## src/rtl/hc165_pkg.sv

```systemverilog
// -----------------------------------------------------------------------------
// hc165_pkg
//   Shared definitions for the 74HC165 serial status reader:
//     - state_e      : read-controller FSM states
//     - N_BITS_DEF   : default chain length in bits
//     - DIV_DEF      : default i_clk cycles per serial phase
//     - clog2()      : constant-evaluable ceiling log2 used for counter widths
// -----------------------------------------------------------------------------
package hc165_pkg;

    typedef enum logic [2:0] {
        ST_IDLE   = 3'd0,
        ST_LOAD   = 3'd1,
        ST_SETTLE = 3'd2,
        ST_LOW    = 3'd3,
        ST_HIGH   = 3'd4,
        ST_DONE   = 3'd5
    } state_e;

    localparam int N_BITS_DEF = 16;
    localparam int DIV_DEF    = 2;

    // ceil(log2(v)); clog2(1) = 0, clog2(2) = 1, clog2(17) = 5.
    function automatic int clog2(input int v);
        int r;
        int x;
        r = 0;
        x = v - 1;
        for (int i = 0; i < 32; i++) begin
            if (x > 0) begin
                r = r + 1;
                x = x >> 1;
            end
        end
        return r;
    endfunction

endpackage

```

## src/rtl/hc165_phase_tick.sv

```systemverilog
// -----------------------------------------------------------------------------
// hc165_phase_tick
//   DIV-cycle phase timer. phase_last_o is high on the last cycle of each
//   DIV-cycle phase. The count restarts from zero whenever restart_i is high
//   (the controller raises it on every state change), so each new state sees
//   a full DIV-cycle phase.
//
// Ports:
//   clk_i        system clock
//   rst_ni       asynchronous active-low reset
//   restart_i    force the count back to zero on the next edge
//   phase_last_o high during the final cycle of the current phase
// -----------------------------------------------------------------------------
module hc165_phase_tick
    import hc165_pkg::*;
#(
    parameter int DIV = DIV_DEF
) (
    input  logic clk_i,
    input  logic rst_ni,
    input  logic restart_i,
    output logic phase_last_o
);

    localparam int             CW       = clog2(DIV);
    localparam logic [CW-1:0]  CNT_LAST = CW'(DIV - 1);

    logic [CW-1:0] cnt_q;
    logic [CW-1:0] cnt_d;

    assign phase_last_o = (cnt_q == CNT_LAST);

    // Wrapping at DIV-1 keeps the counter inside [0, DIV-1] even for
    // non-power-of-two DIV.
    always_comb begin
        cnt_d = cnt_q + 1'b1;
        if (restart_i || phase_last_o) begin
            cnt_d = '0;
        end
    end

    always_ff @(posedge clk_i or negedge rst_ni) begin
        if (!rst_ni) begin
            cnt_q <= '0;
        end else begin
            cnt_q <= cnt_d;
        end
    end

endmodule

```

## src/rtl/hc165_read_ctrl.sv

```systemverilog
// -----------------------------------------------------------------------------
// hc165_read_ctrl
//   Serial status reader driving a daisy-chained 74HC165 PISO chain. Each scan
//   parallel-loads the chain, then clocks N_BITS bits out of QH into a shift
//   register (first bit lands in the MSB) and publishes them on o_data with a
//   one-cycle o_valid strobe and an o_changed flag. Scans are started by
//   i_start or repeat back-to-back while i_auto_en is high.
//
//   Scan timeline (each phase DIV cycles):
//     LOAD, SETTLE, LOW, (HIGH, LOW) x (N_BITS-1), DONE (1 cycle)
//   o_valid rises DIV*(2*N_BITS+1)+1 cycles after the trigger edge.
//
// Ports:
//   i_clk      system clock
//   i_rst_n    asynchronous active-low reset
//   i_start    single-scan request (dropped while busy or in DONE)
//   i_auto_en  continuous scanning while high
//   i_QH       serial data from the last 74HC165
//   o_SH_LD_n  74HC165 shift/load-n (0 = parallel load)
//   o_CLK      74HC165 shift clock
//   o_CLK_INH  74HC165 clock inhibit (1 = inhibit)
//   o_data     last completed scan
//   o_valid    one-cycle strobe when o_data updates
//   o_changed  one-cycle strobe with o_valid when o_data changed
//   o_busy     scan in progress
// -----------------------------------------------------------------------------
module hc165_read_ctrl
    import hc165_pkg::*;
#(
    parameter int N_BITS = N_BITS_DEF,
    parameter int DIV    = DIV_DEF
) (
    input  logic              i_clk,
    input  logic              i_rst_n,
    input  logic              i_start,
    input  logic              i_auto_en,
    input  logic              i_QH,
    output logic              o_SH_LD_n,
    output logic              o_CLK,
    output logic              o_CLK_INH,
    output logic [N_BITS-1:0] o_data,
    output logic              o_valid,
    output logic              o_changed,
    output logic              o_busy
);

    localparam int             BCW      = clog2(N_BITS + 1);
    localparam logic [BCW-1:0] BIT_LAST = BCW'(N_BITS);

    state_e            state_q;
    state_e            state_d;
    logic [BCW-1:0]    bit_cnt_q;
    logic [BCW-1:0]    bit_cnt_d;
    logic [N_BITS-1:0] shift_q;
    logic [N_BITS-1:0] shift_d;
    logic [N_BITS-1:0] data_q;
    logic [N_BITS-1:0] data_d;
    logic              qh_q;
    logic              valid_q;
    logic              valid_d;
    logic              changed_q;
    logic              changed_d;
    logic              busy_q;
    logic              busy_d;
    logic              sh_ld_n_q;
    logic              sh_ld_n_d;
    logic              clk_q;
    logic              clk_d;
    logic              clk_inh_q;
    logic              clk_inh_d;

    logic              phase_last;
    logic              state_chg;

    assign state_chg = (state_d != state_q);

    hc165_phase_tick #(
        .DIV (DIV)
    ) u_phase_tick (
        .clk_i        (i_clk),
        .rst_ni       (i_rst_n),
        .restart_i    (state_chg),
        .phase_last_o (phase_last)
    );

    // Next-state and datapath updates.
    always_comb begin
        state_d   = state_q;
        bit_cnt_d = bit_cnt_q;
        shift_d   = shift_q;
        data_d    = data_q;
        valid_d   = 1'b0;
        changed_d = 1'b0;

        case (state_q)
            ST_IDLE: begin
                // i_start and i_auto_en together still produce one scan.
                if (i_start || i_auto_en) begin
                    state_d = ST_LOAD;
                end
            end

            ST_LOAD: begin
                // Discard anything left from a previous scan.
                bit_cnt_d = '0;
                shift_d   = '0;
                if (phase_last) begin
                    state_d = ST_SETTLE;
                end
            end

            ST_SETTLE: begin
                if (phase_last) begin
                    state_d = ST_LOW;
                end
            end

            ST_LOW: begin
                // Sample at the end of the low phase, when QH has had a full
                // phase to settle after the previous rising edge.
                if (phase_last) begin
                    shift_d   = {shift_q[N_BITS-2:0], qh_q};
                    bit_cnt_d = bit_cnt_q + 1'b1;
                    if (bit_cnt_d == BIT_LAST) begin
                        state_d = ST_DONE;
                    end else begin
                        state_d = ST_HIGH;
                    end
                end
            end

            ST_HIGH: begin
                if (phase_last) begin
                    state_d = ST_LOW;
                end
            end

            ST_DONE: begin
                // Single cycle; i_start here is deliberately ignored.
                data_d    = shift_q;
                valid_d   = 1'b1;
                changed_d = (shift_q != data_q);
                if (i_auto_en) begin
                    state_d = ST_LOAD;
                end else begin
                    state_d = ST_IDLE;
                end
            end

            default: begin
                state_d = ST_IDLE;
            end
        endcase
    end

    // Pin and status flops are computed from the next state so that they
    // line up with state_q while still coming straight out of a flop.
    always_comb begin
        sh_ld_n_d = (state_d != ST_LOAD);
        clk_d     = (state_d == ST_HIGH);
        clk_inh_d = (state_d == ST_IDLE) || (state_d == ST_LOAD) ||
                    (state_d == ST_DONE);
        busy_d    = (state_d != ST_IDLE) && (state_d != ST_DONE);
    end

    always_ff @(posedge i_clk or negedge i_rst_n) begin
        if (!i_rst_n) begin
            state_q   <= ST_IDLE;
            bit_cnt_q <= '0;
            shift_q   <= '0;
            data_q    <= '0;
            qh_q      <= 1'b0;
            valid_q   <= 1'b0;
            changed_q <= 1'b0;
            busy_q    <= 1'b0;
            sh_ld_n_q <= 1'b1;
            clk_q     <= 1'b0;
            clk_inh_q <= 1'b1;
        end else begin
            state_q   <= state_d;
            bit_cnt_q <= bit_cnt_d;
            shift_q   <= shift_d;
            data_q    <= data_d;
            qh_q      <= i_QH;
            valid_q   <= valid_d;
            changed_q <= changed_d;
            busy_q    <= busy_d;
            sh_ld_n_q <= sh_ld_n_d;
            clk_q     <= clk_d;
            clk_inh_q <= clk_inh_d;
        end
    end

    assign o_SH_LD_n = sh_ld_n_q;
    assign o_CLK     = clk_q;
    assign o_CLK_INH = clk_inh_q;
    assign o_data    = data_q;
    assign o_valid   = valid_q;
    assign o_changed = changed_q;
    assign o_busy    = busy_q;

endmodule

```

## config.mk

```make
export PLATFORM = sky130hd
export DESIGN_NAME = hc165_read_ctrl
export DESIGN_NICKNAME = d
export VERILOG_FILES = /design/src/rtl/hc165_pkg.sv /design/src/rtl/hc165_phase_tick.sv /design/src/rtl/hc165_read_ctrl.sv
export SDC_FILE = /design/constraint.sdc
export NUM_CORES = 1
export LEC_CHECK = 0
export ABC_AREA = 1
export CAP_MARGIN = 25
export CORE_ASPECT_RATIO = 0.7
export CORE_MARGIN = 2
export CORE_UTILIZATION = 59
export CTS_CLUSTER_DIAMETER = 150
export DETAILED_ROUTE_END_ITERATION = 10
export PLACE_DENSITY_LB_ADDON = 0.3
export SLEW_MARGIN = 0
export SYNTH_ARGS = -nofsm -noshare
export SYNTH_HDL_FRONTEND = slang
export SYNTH_HIERARCHICAL = 1
export SYNTH_SLANG_ARGS = --single-unit
```

## constraint.sdc

```tcl
create_clock -name i_clk -period 2.19 [get_ports i_clk]
set_input_delay 0.219 -clock i_clk [delete_from_list [all_inputs] [get_ports i_clk]]
set_output_delay 0.219 -clock i_clk [all_outputs]
set_load 0.02 [all_outputs]
```

==> results.md, run 1 <==
| Quantity | This run | Unit |
| --- | --- | --- |
| First-pass GRT wire length | 7.189 | mm |
| Library cell used as clock root buffer | sky130_fd_sc_hd__clkbuf_8 | - |
| Starting density of the core | 61.57 | % |
| Most prevalent standard cell on the critical path | sky130_fd_sc_hd__inv_2 | - |
| Post-synth EDFFs | 0 | - |
| Number of standard-cell rows in the floorplan | 18 | - |
| Portion of total power attributed to combinational logic | 3.9 | % |
| Fmax | 602.8 | MHz |
| Switching Share | 21.06 | % |
| Htree depth | 2 | - |
| # setup viols final | 0 | - |
| GRT Total Usage | 23.51 | % |
| Switching power | 0.0003359 | W |
| Die area | 4175 | sq um |
| Number of detailed-route iterations in the first pass | 4 | - |
| Pin count of the biggest net entering global routing | 34 | - |
| Core area | 3513 | sq um |
| # placed instances | 308 | - |
| Number of antenna violations at the first check in global routing | 0 | - |
| Max-capacitance violation count | 0 | - |
| Startpoint Class | register | - |
| Final worst-path setup slack | 0.5310 | ns |
| Worst r2r dst | bit_cnt_q[1] | - |
| Final antenna-violating net count | 0 | - |
| Die Ht | 54.66 | microns |
| Number of standard cells after synthesis | 235 | - |
| Number of global-route vias before repair | 1495 | - |
| Post-cts repair resize count | 0 | - |
| Prevailing post-synth register cell | sky130_fd_sc_hd__dfrtp_1 | - |
| Global-route congestion overflow total | 0 | - |
| Flop-to-flop setup slack | 0.53 | ns |
| Worst EP arrival | 1.85 | ns |
| Power consumption | 0.001595 | W |
| Result of the run | finished clean | - |
| Part of the total power dissipated in the clock network | 39.6 | % |
| Area added between synthesis and finish | 19.43 | % |
| Share of post-route cells with drive strength above 1 | 14.61 | % |
| TritonCTS Buffers | 5 | - |
| Final Cycle Share | 75.75 | % |
| CP max stage cell | sky130_fd_sc_hd__dfrtp_1 | - |
| Global placement routability congestion | 0.7912 | - |
| Number of distinct library cells after synthesis | 27 | - |
| I/O Buffers | 26 | - |
| Drt initial violations | 139 | - |
| Chip width | 76.38 | microns |
| Worst relative slew slack | 74.40 | % |
| Critical Path Start | state_q[0] | - |
| Chain of cells forming the critical path | nand2_2, nor3_4, inv_2, nand2_4, inv_2, a22o_1 | - |
| Area of the mapped netlist | 2163 | sq um |
| Setup Slack @ Placement | 0.5420 | ns |
| Clock-pin transition on the worst setup and hold timing paths | 0.08 | ns |
| Worst-Skew Late Latency | 0.31 | ns |
| Net count after synthesis | 242 | - |
| Via-per-instance ratio | 5.132 | - |
| Total negative slack | 0 | ns |
| # DRC | 0 | - |
| Actual slew at the worst max-slew pin | 0.3817 | ns |
| Worst R2R Start | state_q[0] | - |
| Drt total wl | 4.321 | mm |
| Worst voltage drop across the vdd grid | 0.4369 | mV |
| CTS tree | built | - |
| RSZ-0062 raised after global routing | false | - |
| Number of inserted diodes | 0 | - |
| Hold violation count in the final report | 0 | - |
| Mean post-synth cell area | 9.206 | sq um |
| Cell count of the worst reg-to-reg path | 6 | - |
| Layout Nets | 273 | - |
| Async S/R FF share, synth | 100.0 | % |
| Filler cell count | 270 | - |
| Share of total power in sequential cells | 56.5 | % |
| Synthesis-stage register bit count | 48 | - |
| Share of synthesized area occupied by flip-flops and latches | 55.64 | % |
| I/O pin cnt | 27 | - |
| Crit-path max cell delay | 0.49 | ns |
| Detailed-route wire length per cell | 13.63 | microns |
| Layout Skew | 0.01049 | ns |
| Hold buffer count at CTS | 1 | - |
| Req. time, crit path | 2.38 | ns |
| Cell-internal power | 0.001259 | W |
| Post CTS Setup Buffer Count | 0 | - |
| Clk sink count | 48 | - |
| Warning count from the yosys run | 6 | - |
| Placed wire-length estimate | 2.970 | mm |
| Worst-path maximum fanout | 21 | - |
| Final critical path time including I/O delays and setup | 1.659 | ns |
| Capturing element of the worst setup path | bit_cnt_q[1] | - |
| Number of non-filler instances in the completed layout | 317 | - |
| Reported leakage power | 1.230 | nW |
| Maximum number of buffers from clock root to sink | 2 | - |
| Count of vias placed by the detailed router | 1627 | - |
| Final number of max-transition violations | 0 | - |
| Total power divided by cell area | 617.4 | nW/um^2 |
| Endpoint type of the worst setup path | register | - |
| Kind of path behind the tightest hold check | in2async | - |
| Path type of the worst setup path | reg2reg | - |
final cells by class:
cell class / count / area [sq um] / share of cell area [%]
clock inverters: 3 / 42.54 / 1.646
well taps: 50 / 62.56 / 2.421
multi-input cells: 149 / 798.3 / 30.90
flip-flops and latches: 48 / 1204 / 46.59
repair buffers: 30 / 287.8 / 11.14
inverters: 32 / 120.1 / 4.649
clock buffers: 5 / 68.82 / 2.663
worst max-delay path: cells and delay by family, from the launching register on:
| family | cells | cell delay [ns] |
|---|---|---|
| compound gates | 1 | 0.18 |
| simple gates | 3 | 0.61 |
| flops | 1 | 0.49 |
| buf+inv | 2 | 0.26 |
layer usage:
layer	part of all wire, %	vias up	GRT usage, %
met4	2.1	0	8.788
met3	4.9	10	7.591
met1	51	756	32.83
li1	-	822	-
met5	0	-	0
met2	42	39	34.96
through the flow:
step,instance area [sq um],util [%],hold WS [ns]
after floorplan,2163,-,-0.07659
after global placement,2462,70.09,0.08643
after detailed placement,2462,70.09,0.08749
after CTS,2584,73.54,0.2943
after global routing,2584,73.54,0.3098
final,2584,73.54,0.3056
sequential cells by signal (all words and copies together) (netlist names), 3 cells and up:
signal / cells
shift_q: 16
state_q: 3
bit_cnt_q: 5
o_data: 16
cells in the mapped netlist, types with 2 or more instances:
master	instances	share of area [%]
sky130_fd_sc_hd__or2_2	10	2.9
sky130_fd_sc_hd__nand3_1	8	1.9
sky130_fd_sc_hd__nor2_2	2	0.58
sky130_fd_sc_hd__inv_2	3	0.52
sky130_fd_sc_hd__clkbuf_1	3	0.52
sky130_fd_sc_hd__o21ai_0	18	4.2
sky130_fd_sc_hd__nand3_2	4	1.9
sky130_fd_sc_hd__dfrtp_1	46	53
sky130_fd_sc_hd__buf_6	2	1.0
sky130_fd_sc_hd__nor2_1	13	2.3
sky130_fd_sc_hd__nand2_1	51	8.8
sky130_fd_sc_hd__a21oi_1	2	0.46
sky130_fd_sc_hd__xnor2_1	5	2.0
sky130_fd_sc_hd__ha_1	2	1.2
sky130_fd_sc_hd__o22ai_1	16	4.6
sky130_fd_sc_hd__o21ai_1	5	1.2
sky130_fd_sc_hd__dfstp_2	2	2.4
sky130_fd_sc_hd__nand4_1	3	0.87
sky130_fd_sc_hd__xor2_1	2	0.81
sky130_fd_sc_hd__inv_1	29	5.0
sky130_fd_sc_hd__nand2_2	3	0.87
kinds of logic after synthesis:
logic type,share of synthesized area (%)
compound gates,11.39
xor+xnor,2.834
flops,55.64
simple gates,21.52
buf+inv,7.461
fa+ha+maj,1.157
worst min-delay path by stage:
stage | startpoint | endpoint | slack, ns | cells past startpoint
4_1_cts | i_rst_n | o_data[14] | 0.29 | 2
5_1_grt | i_rst_n | o_CLK | 0.31 | 2
2_1_floorplan | i_rst_n | bit_cnt_q[0] | -0.08 | 0
3_3_place_gp | i_rst_n | o_busy | 0.09 | 1
3_5_place_dp | i_rst_n | o_busy | 0.09 | 1
6_report | i_rst_n | o_busy | 0.31 | 2
placed cells by master, fill, tap and decap left out, types with 5 or more instances in the layout:
cell type	netlist	routed
sky130_fd_sc_hd__inv_1	29	29
sky130_fd_sc_hd__clkbuf_8	0	5
sky130_fd_sc_hd__nand3_1	8	8
sky130_fd_sc_hd__xnor2_1	5	5
sky130_fd_sc_hd__or2_2	10	10
sky130_fd_sc_hd__o21ai_0	18	18
sky130_fd_sc_hd__nand2_1	51	51
sky130_fd_sc_hd__dfrtp_1	46	46
sky130_fd_sc_hd__clkdlybuf4s50_1	0	25
sky130_fd_sc_hd__o21ai_1	5	5
sky130_fd_sc_hd__nor2_1	13	13
sky130_fd_sc_hd__o22ai_1	16	16
power by group through the flow:
stage               combinational, W  sequential, W  clock (W)
finish                     0.0000621       0.000902   0.000631
global route               0.0000715       0.000903   0.000686
CTS                        0.0000634       0.000902   0.000641
detailed placement         0.0000618       0.000919          0
global placement           0.0000607       0.000919          0
floorplan                  0.0000283       0.000919          0
Power figures use the tool's default switching activity.
==> run 2: changes to the inputs <==
--- a/config.mk
+++ b/config.mk
@@ -9,7 +9,7 @@
 export CAP_MARGIN = 25
 export CORE_ASPECT_RATIO = 0.7
 export CORE_MARGIN = 2
-export CORE_UTILIZATION = 59
+export CORE_UTILIZATION = 49
 export CTS_CLUSTER_DIAMETER = 150
 export DETAILED_ROUTE_END_ITERATION = 10
 export PLACE_DENSITY_LB_ADDON = 0.3
==> constraint.sdc (replaced) <==
create_clock -name i_clk -period 1.5 [get_ports i_clk]
set_input_delay 0.15 -clock i_clk [delete_from_list [all_inputs] [get_ports i_clk]]
set_output_delay 0.15 -clock i_clk [all_outputs]
set_load 0.02 [all_outputs]
==> run 2 against run 1 <==
  * Largest power group unchanged
  * Combinational power rose by 47%
  * Sequential share of layout area fell by 2.0 points
  * Clock skew fell by 0.0067 ns
  * Via count increased by 1.8%
  * Routed wire length fell by 3.6%
  * Global-route usage is 5.5 points lower
  * Count of clock-buffer cells in the layout is 2 higher
  * Critical path depth is 5 lower
  * Sequential cell count stayed put
  * First-iteration DRC count is 48% lower
  * Core utilization down 10 points
==> results.md, run 2 (same netlist as run 1, synthesis figures left out) <==
| Quantity | This run | Unit |
| --- | --- | --- |
| CTS tree | built | - |
| GRT Total Usage | 18.03 | % |
| Maximum number of buffers from clock root to sink | 2 | - |
| Clk sink count | 48 | - |
| Max-capacitance violation count | 0 | - |
| Drt initial violations | 72 | - |
| Layout Skew | 0.003740 | ns |
| Path type of the worst setup path | reg2out | - |
| Hold violation count in the final report | 0 | - |
| Crit-path max cell delay | 0.62 | ns |
| Worst voltage drop across the vdd grid | 0.6398 | mV |
| Chip width | 83.42 | microns |
| Clock-pin transition on the worst setup and hold timing paths | 0.08 | ns |
| Total power divided by cell area | 886.7 | nW/um^2 |
| Number of non-filler instances in the completed layout | 326 | - |
| Final number of max-transition violations | 0 | - |
| Met2 routed WL | 1.892 | mm |
| Cell count of the worst reg-to-reg path | 11 | - |
| Fmax | 688.2 | MHz |
| Result of the run | finished clean | - |
| Pin count of the biggest net entering global routing | 49 | - |
| Number of standard-cell rows in the floorplan | 20 | - |
| Share of post-route cells with drive strength above 1 | 17.71 | % |
| Detailed-route wire length on metal 1 | 2.027 | mm |
| Detailed-route wire length per cell | 12.78 | microns |
| Drt total wl | 4.166 | mm |
| Worst relative slew slack | 76.34 | % |
| Most used cells in the layout excluding fill and tap cells | sky130_fd_sc_hd__nand2_1 (50), sky130_fd_sc_hd__dfrtp_1 (44), sky130_fd_sc_hd__inv_1 (29), sky130_fd_sc_hd__o21ai_0 (18), sky130_fd_sc_hd__o22ai_1 (16) | - |
| Number of inserted diodes | 0 | - |
| Most common cell after layout, fill and taps aside | sky130_fd_sc_hd__nand2_1 | - |
| DR WL met3 | 206 | microns |
| Req. time, crit path | 1.35 | ns |
| Power consumption | 0.002399 | W |
| Final antenna-violating net count | 0 | - |
| # setup viols final | 0 | - |
| Layout Nets | 277 | - |
| Number of global-route vias before repair | 1539 | - |
| Number of detailed-route iterations in the first pass | 4 | - |
| Worst-path maximum fanout | 4 | - |
| I/O Buffers | 26 | - |
| Number of antenna violations at the first check in global routing | 0 | - |
| Final critical path time including I/O delays and setup | 1.453 | ns |
| Endpoint type of the worst setup path | output pin | - |
| Placed wire-length estimate | 2.794 | mm |
| Reported leakage power | 1.497 | nW |
| I/O pin cnt | 27 | - |
| Area added between synthesis and finish | 25.04 | % |
| CP max stage cell | sky130_fd_sc_hd__clkdlybuf4s50_1 | - |
| Number of logic stages on the critical path including buffering | 1 | - |
| Final Cycle Share | 96.87 | % |
| Die area | 4971 | sq um |
| Htree depth | 2 | - |
| Die Ht | 59.59 | microns |
| Chain of cells forming the critical path | clkdlybuf4s50_1 | - |
| Global-route congestion overflow total | 0 | - |
| Top sig layer | met4 | - |
| Via-per-instance ratio | 5.080 | - |
| Kind of path behind the tightest hold check | in2reg | - |
| Library cell used as clock root buffer | sky130_fd_sc_hd__clkbuf_8 | - |
| Worst-Skew Late Latency | 0.29 | ns |
| Core area | 4279 | sq um |
| Top Family by Delay on Critical Path | buffers and inverters | - |
| Actual slew at the worst max-slew pin | 0.3529 | ns |
| Startpoint Class | register | - |
| # DRC | 0 | - |
| Count of vias placed by the detailed router | 1656 | - |
| Global placement routability congestion | 0.8372 | - |
| Worst EP arrival | 1.30 | ns |
| First-pass GRT wire length | 6.989 | mm |
| Starting density of the core | 50.56 | % |
| Critical path buffer and inverter count | 1 | - |
| TritonCTS Buffers | 5 | - |
| Filler cell count | 356 | - |
| Worst hold path depth | 1 | - |
| # placed instances | 317 | - |
[run 2: metal layers]
layer	GRT usage (%)	up-vias
met3	5.292	4
met5	0	-
li1	-	830
met4	5.530	0
met1	23.75	792
met2	29.61	30
[run 2: worst paths after layout]
check | start | slack (ns) | endpoint
max | o_data[3] | 0.05 | o_data[3]
min reg2reg | qh_q | 0.47 | shift_q[0]
min | i_QH | 0.30 | qh_q
min in group asynchronous | i_rst_n | 0.36 | u_phase_tick/phase_last_o
max reg2reg | bit_cnt_q[0] | 0.08 | u_phase_tick/phase_last_o
max in group asynchronous | i_rst_n | 0.87 | o_SH_LD_n
[run 2: repair_timing]
action,in CTS,in global routing
gates resized for setup,2,18
endpoints found under the hold margin,46,0
endpoints found under the setup margin,2,15
setup buffers,0,0
hold buffers,1,0
[run 2: through the flow]
stage	hold slack (ns)	worst slack, ns	setup TNS [ns]	utilization [%]	instance area, sq um
detailed placement	0.1560	0.03299	0	58.98	2524
finish	0.2953	0.04693	0	63.22	2705
global placement	0.1538	0.1125	0	58.98	2524
floorplan	-0.1456	0.1475	0	-	2163
CTS	0.2913	0.006389	0	62.11	2658
global route	0.2808	-0.01042	-0.01042	63.22	2705
[run 2: layout make-up]
type / count / area (sq um) / area share [%]
Sequential cell: 48 / 1206 / 44.59
Clock inverter: 1 / 30.03 / 1.110
Inverter: 32 / 120.1 / 4.440
Tap cell: 55 / 68.82 / 2.544
Timing Repair Buffer: 34 / 370.4 / 13.69
Clock buffer: 7 / 96.34 / 3.562
Multi-Input combinational cell: 149 / 813.3 / 30.06
[run 2: report_power, final]
| part | internal, W | switching (W) | leakage (nW) |
|---|---|---|---|
| Sequential | 0.00131 | 0.00000718 | 0.602 |
| Clock | 0.000588 | 0.000403 | 0.0645 |
| Combinational | 0.0000380 | 0.0000532 | 0.830 |
| Total | 0.00194 | 0.000463 | 1.50 |
==> run 3: changes to the inputs <==
--- a/config.mk
+++ b/config.mk
@@ -8,7 +8,6 @@
 export ABC_AREA = 1
 export CAP_MARGIN = 25
 export CORE_ASPECT_RATIO = 0.7
-export CORE_MARGIN = 2
 export CORE_UTILIZATION = 49
 export CTS_CLUSTER_DIAMETER = 150
 export DETAILED_ROUTE_END_ITERATION = 10
==> run 3 against run 2 <==
  * Combinational power decreased by 2.4%
  * Sequential power about the same
  * Setup slack got worse by 0.014 ns
  * Global-route usage increased by 1.9 points
  * Largest power group unchanged
==> results.md, run 3 (same netlist as run 1, synthesis figures left out) <==
| Quantity | This run | Unit |
| --- | --- | --- |
| Result of the run | finished clean | - |
| Final number of max-transition violations | 0 | - |
| Startpoint Class | register | - |
| Pin count of the biggest net entering global routing | 34 | - |
| Final Cycle Share | 97.79 | % |
| Via-per-instance ratio | 5.095 | - |
| Flop-to-flop setup slack | 0.09 | ns |
| Starting density of the core | 53.22 | % |
| Endpoint type of the worst setup path | output pin | - |
| Layout Skew | 0.006239 | ns |
| Drt initial violations | 87 | - |
| Die Ht | 57.59 | microns |
| Final critical path time including I/O delays and setup | 1.467 | ns |
| Number of inserted diodes | 0 | - |
| Reported leakage power | 1.474 | nW |
| I/O Buffers | 26 | - |
| Share of post-route cells with drive strength above 1 | 18.55 | % |
| CTS tree | built | - |
| Most common cell after layout, fill and taps aside | sky130_fd_sc_hd__nand2_1 | - |
| GRT Total Usage | 19.97 | % |
| Htree depth | 2 | - |
| Number of detailed-route iterations in the first pass | 4 | - |
| Worst-path maximum fanout | 4 | - |
| Max-capacitance violation count | 0 | - |
| Final antenna-violating net count | 0 | - |
| Kind of path behind the tightest hold check | in2async | - |
| Number of logic stages on the critical path including buffering | 1 | - |
| # DRC | 0 | - |
| Worst EP arrival | 1.32 | ns |
| RSZ-0062 raised after global routing | true | - |
| Count of vias placed by the detailed router | 1666 | - |
| Hold violation count in the final report | 0 | - |
| Number of standard-cell rows in the floorplan | 19 | - |
| Total negative slack | 0 | ns |
| Req. time, crit path | 1.35 | ns |
| Power consumption | 0.002330 | W |
| Worst voltage drop across the vdd grid | 0.7580 | mV |
| Worst-Skew Late Latency | 0.30 | ns |
| I/O pin cnt | 27 | - |
| Actual slew at the worst max-slew pin | 0.3754 | ns |
| Critical Path Start | o_data[13] | - |
| Crit-path max cell delay | 0.63 | ns |
| Worst relative slew slack | 74.82 | % |
| Critical path buffer and inverter count | 1 | - |
| First-pass GRT wire length | 6.955 | mm |
| Area of the multi-input gates | 810.8 | sq um |
| Area added between synthesis and finish | 24.18 | % |
| Placed wire-length estimate | 2.881 | mm |
| Clock-pin transition on the worst setup and hold timing paths | 0.09 | ns |
| Global-route congestion overflow total | 0 | - |
| Cell count of the worst reg-to-reg path | 11 | - |
| Chip width | 81.42 | microns |
| Number of antenna violations at the first check in global routing | 0 | - |
| Detailed-route wire length per cell | 12.35 | microns |
| Fmax | 681.7 | MHz |
| TritonCTS Buffers | 5 | - |
| Layout Nets | 281 | - |
| Filler cell count | 339 | - |
| Most used cells in the layout excluding fill and tap cells | sky130_fd_sc_hd__nand2_1 (51), sky130_fd_sc_hd__dfrtp_1 (44), sky130_fd_sc_hd__inv_1 (29), sky130_fd_sc_hd__o21ai_0 (18), sky130_fd_sc_hd__o22ai_1 (16) | - |
| Total power divided by cell area | 867.3 | nW/um^2 |
| Drt total wl | 4.038 | mm |
| Path type of the worst setup path | reg2out | - |
| Maximum number of buffers from clock root to sink | 2 | - |
| Worst r2r dst | u_phase_tick/phase_last_o | - |
| Die area | 4689 | sq um |
| Core area | 4065 | sq um |
| Capturing element of the worst setup path | o_data[13] | - |
| Clk sink count | 48 | - |
| Number of global-route vias before repair | 1599 | - |
| Worst R2R Start | bit_cnt_q[0] | - |
| Register Area | 1206 | sq um |
| Top Family by Delay on Critical Path | buffers and inverters | - |
| Worst hold margin | 0.2820 | ns |
| Chain of cells forming the critical path | clkdlybuf4s50_1 | - |
| # setup viols final | 0 | - |
| Library cell used as clock root buffer | sky130_fd_sc_hd__clkbuf_8 | - |
| Global placement routability congestion | 0.8299 | - |
| CP max stage cell | sky130_fd_sc_hd__clkdlybuf4s50_1 | - |
## run 3: cell types whose count changed in the layout (fill, tap and decap cells not counted), sizes merged
| cell | delta |
|---|---|
| buf | +4 |
| clkbuf | -2 |
| clkdlybuf4s50 | +1 |
| clkinv | +1 |
| clkinvlp | +1 |
| dlymetal6s2s | -1 |
## run 3: timing repair
item / in CTS / in global routing
setup buffers: 0 / 1
gates resized for setup: 2 / 16
endpoints found under the hold margin: 13 / 0
hold buffers: 1 / 0
pin swaps: 0 / 1
setup endpoints to repair: 2 / 14
cloned: 0 / 0
## run 3: final cells by class
type / instances / share of cell area, %
sequential: 48 / 44.90
tap: 52 / 2.422
inverter: 32 / 4.471
multi-input combinational: 149 / 30.18
timing repair buffer: 38 / 13.88
clock buffer: 5 / 2.562
clock inverter: 3 / 1.584
## run 3: worst min path at each step
stage | startpoint | end | cells after the start
finish | i_rst_n | state_q[1] | 2
global route | i_QH | qh_q | 1
CTS | i_rst_n | state_q[0] | 2
detailed placement | i_rst_n | state_q[0] | 1
global placement | i_rst_n | state_q[0] | 1
floorplan | i_rst_n | bit_cnt_q[0] | 0
## run 3: report_power, final
part	internal [W]	switching, W	total (W)
sequential	0.00131	0.00000727	0.00132
clock	0.000493	0.000431	0.000924
combinational	0.0000359	0.0000530	0.0000890
total	0.00184	0.000491	0.00233
## run 3: metrics by stage
stage          std cells  setup WS (ns)  cell area (sq um)  util [%]
6_report             327        0.03308               2686     66.08
5_1_grt              327       -0.01190               2686     66.08
4_1_cts              326        0.01874               2636     64.85
3_5_place_dp         317        0.09485               2517     61.93
3_3_place_gp         317         0.1270               2517     61.93
2_1_floorplan        235         0.1475               2163         -
## run 3: per-layer routing
metal  global-route usage [%]  wire (microns)
met1                    27.48            2011
met2                    31.31            1784
met3                    5.280             198
met4                    5.357              44
met5                        0               0
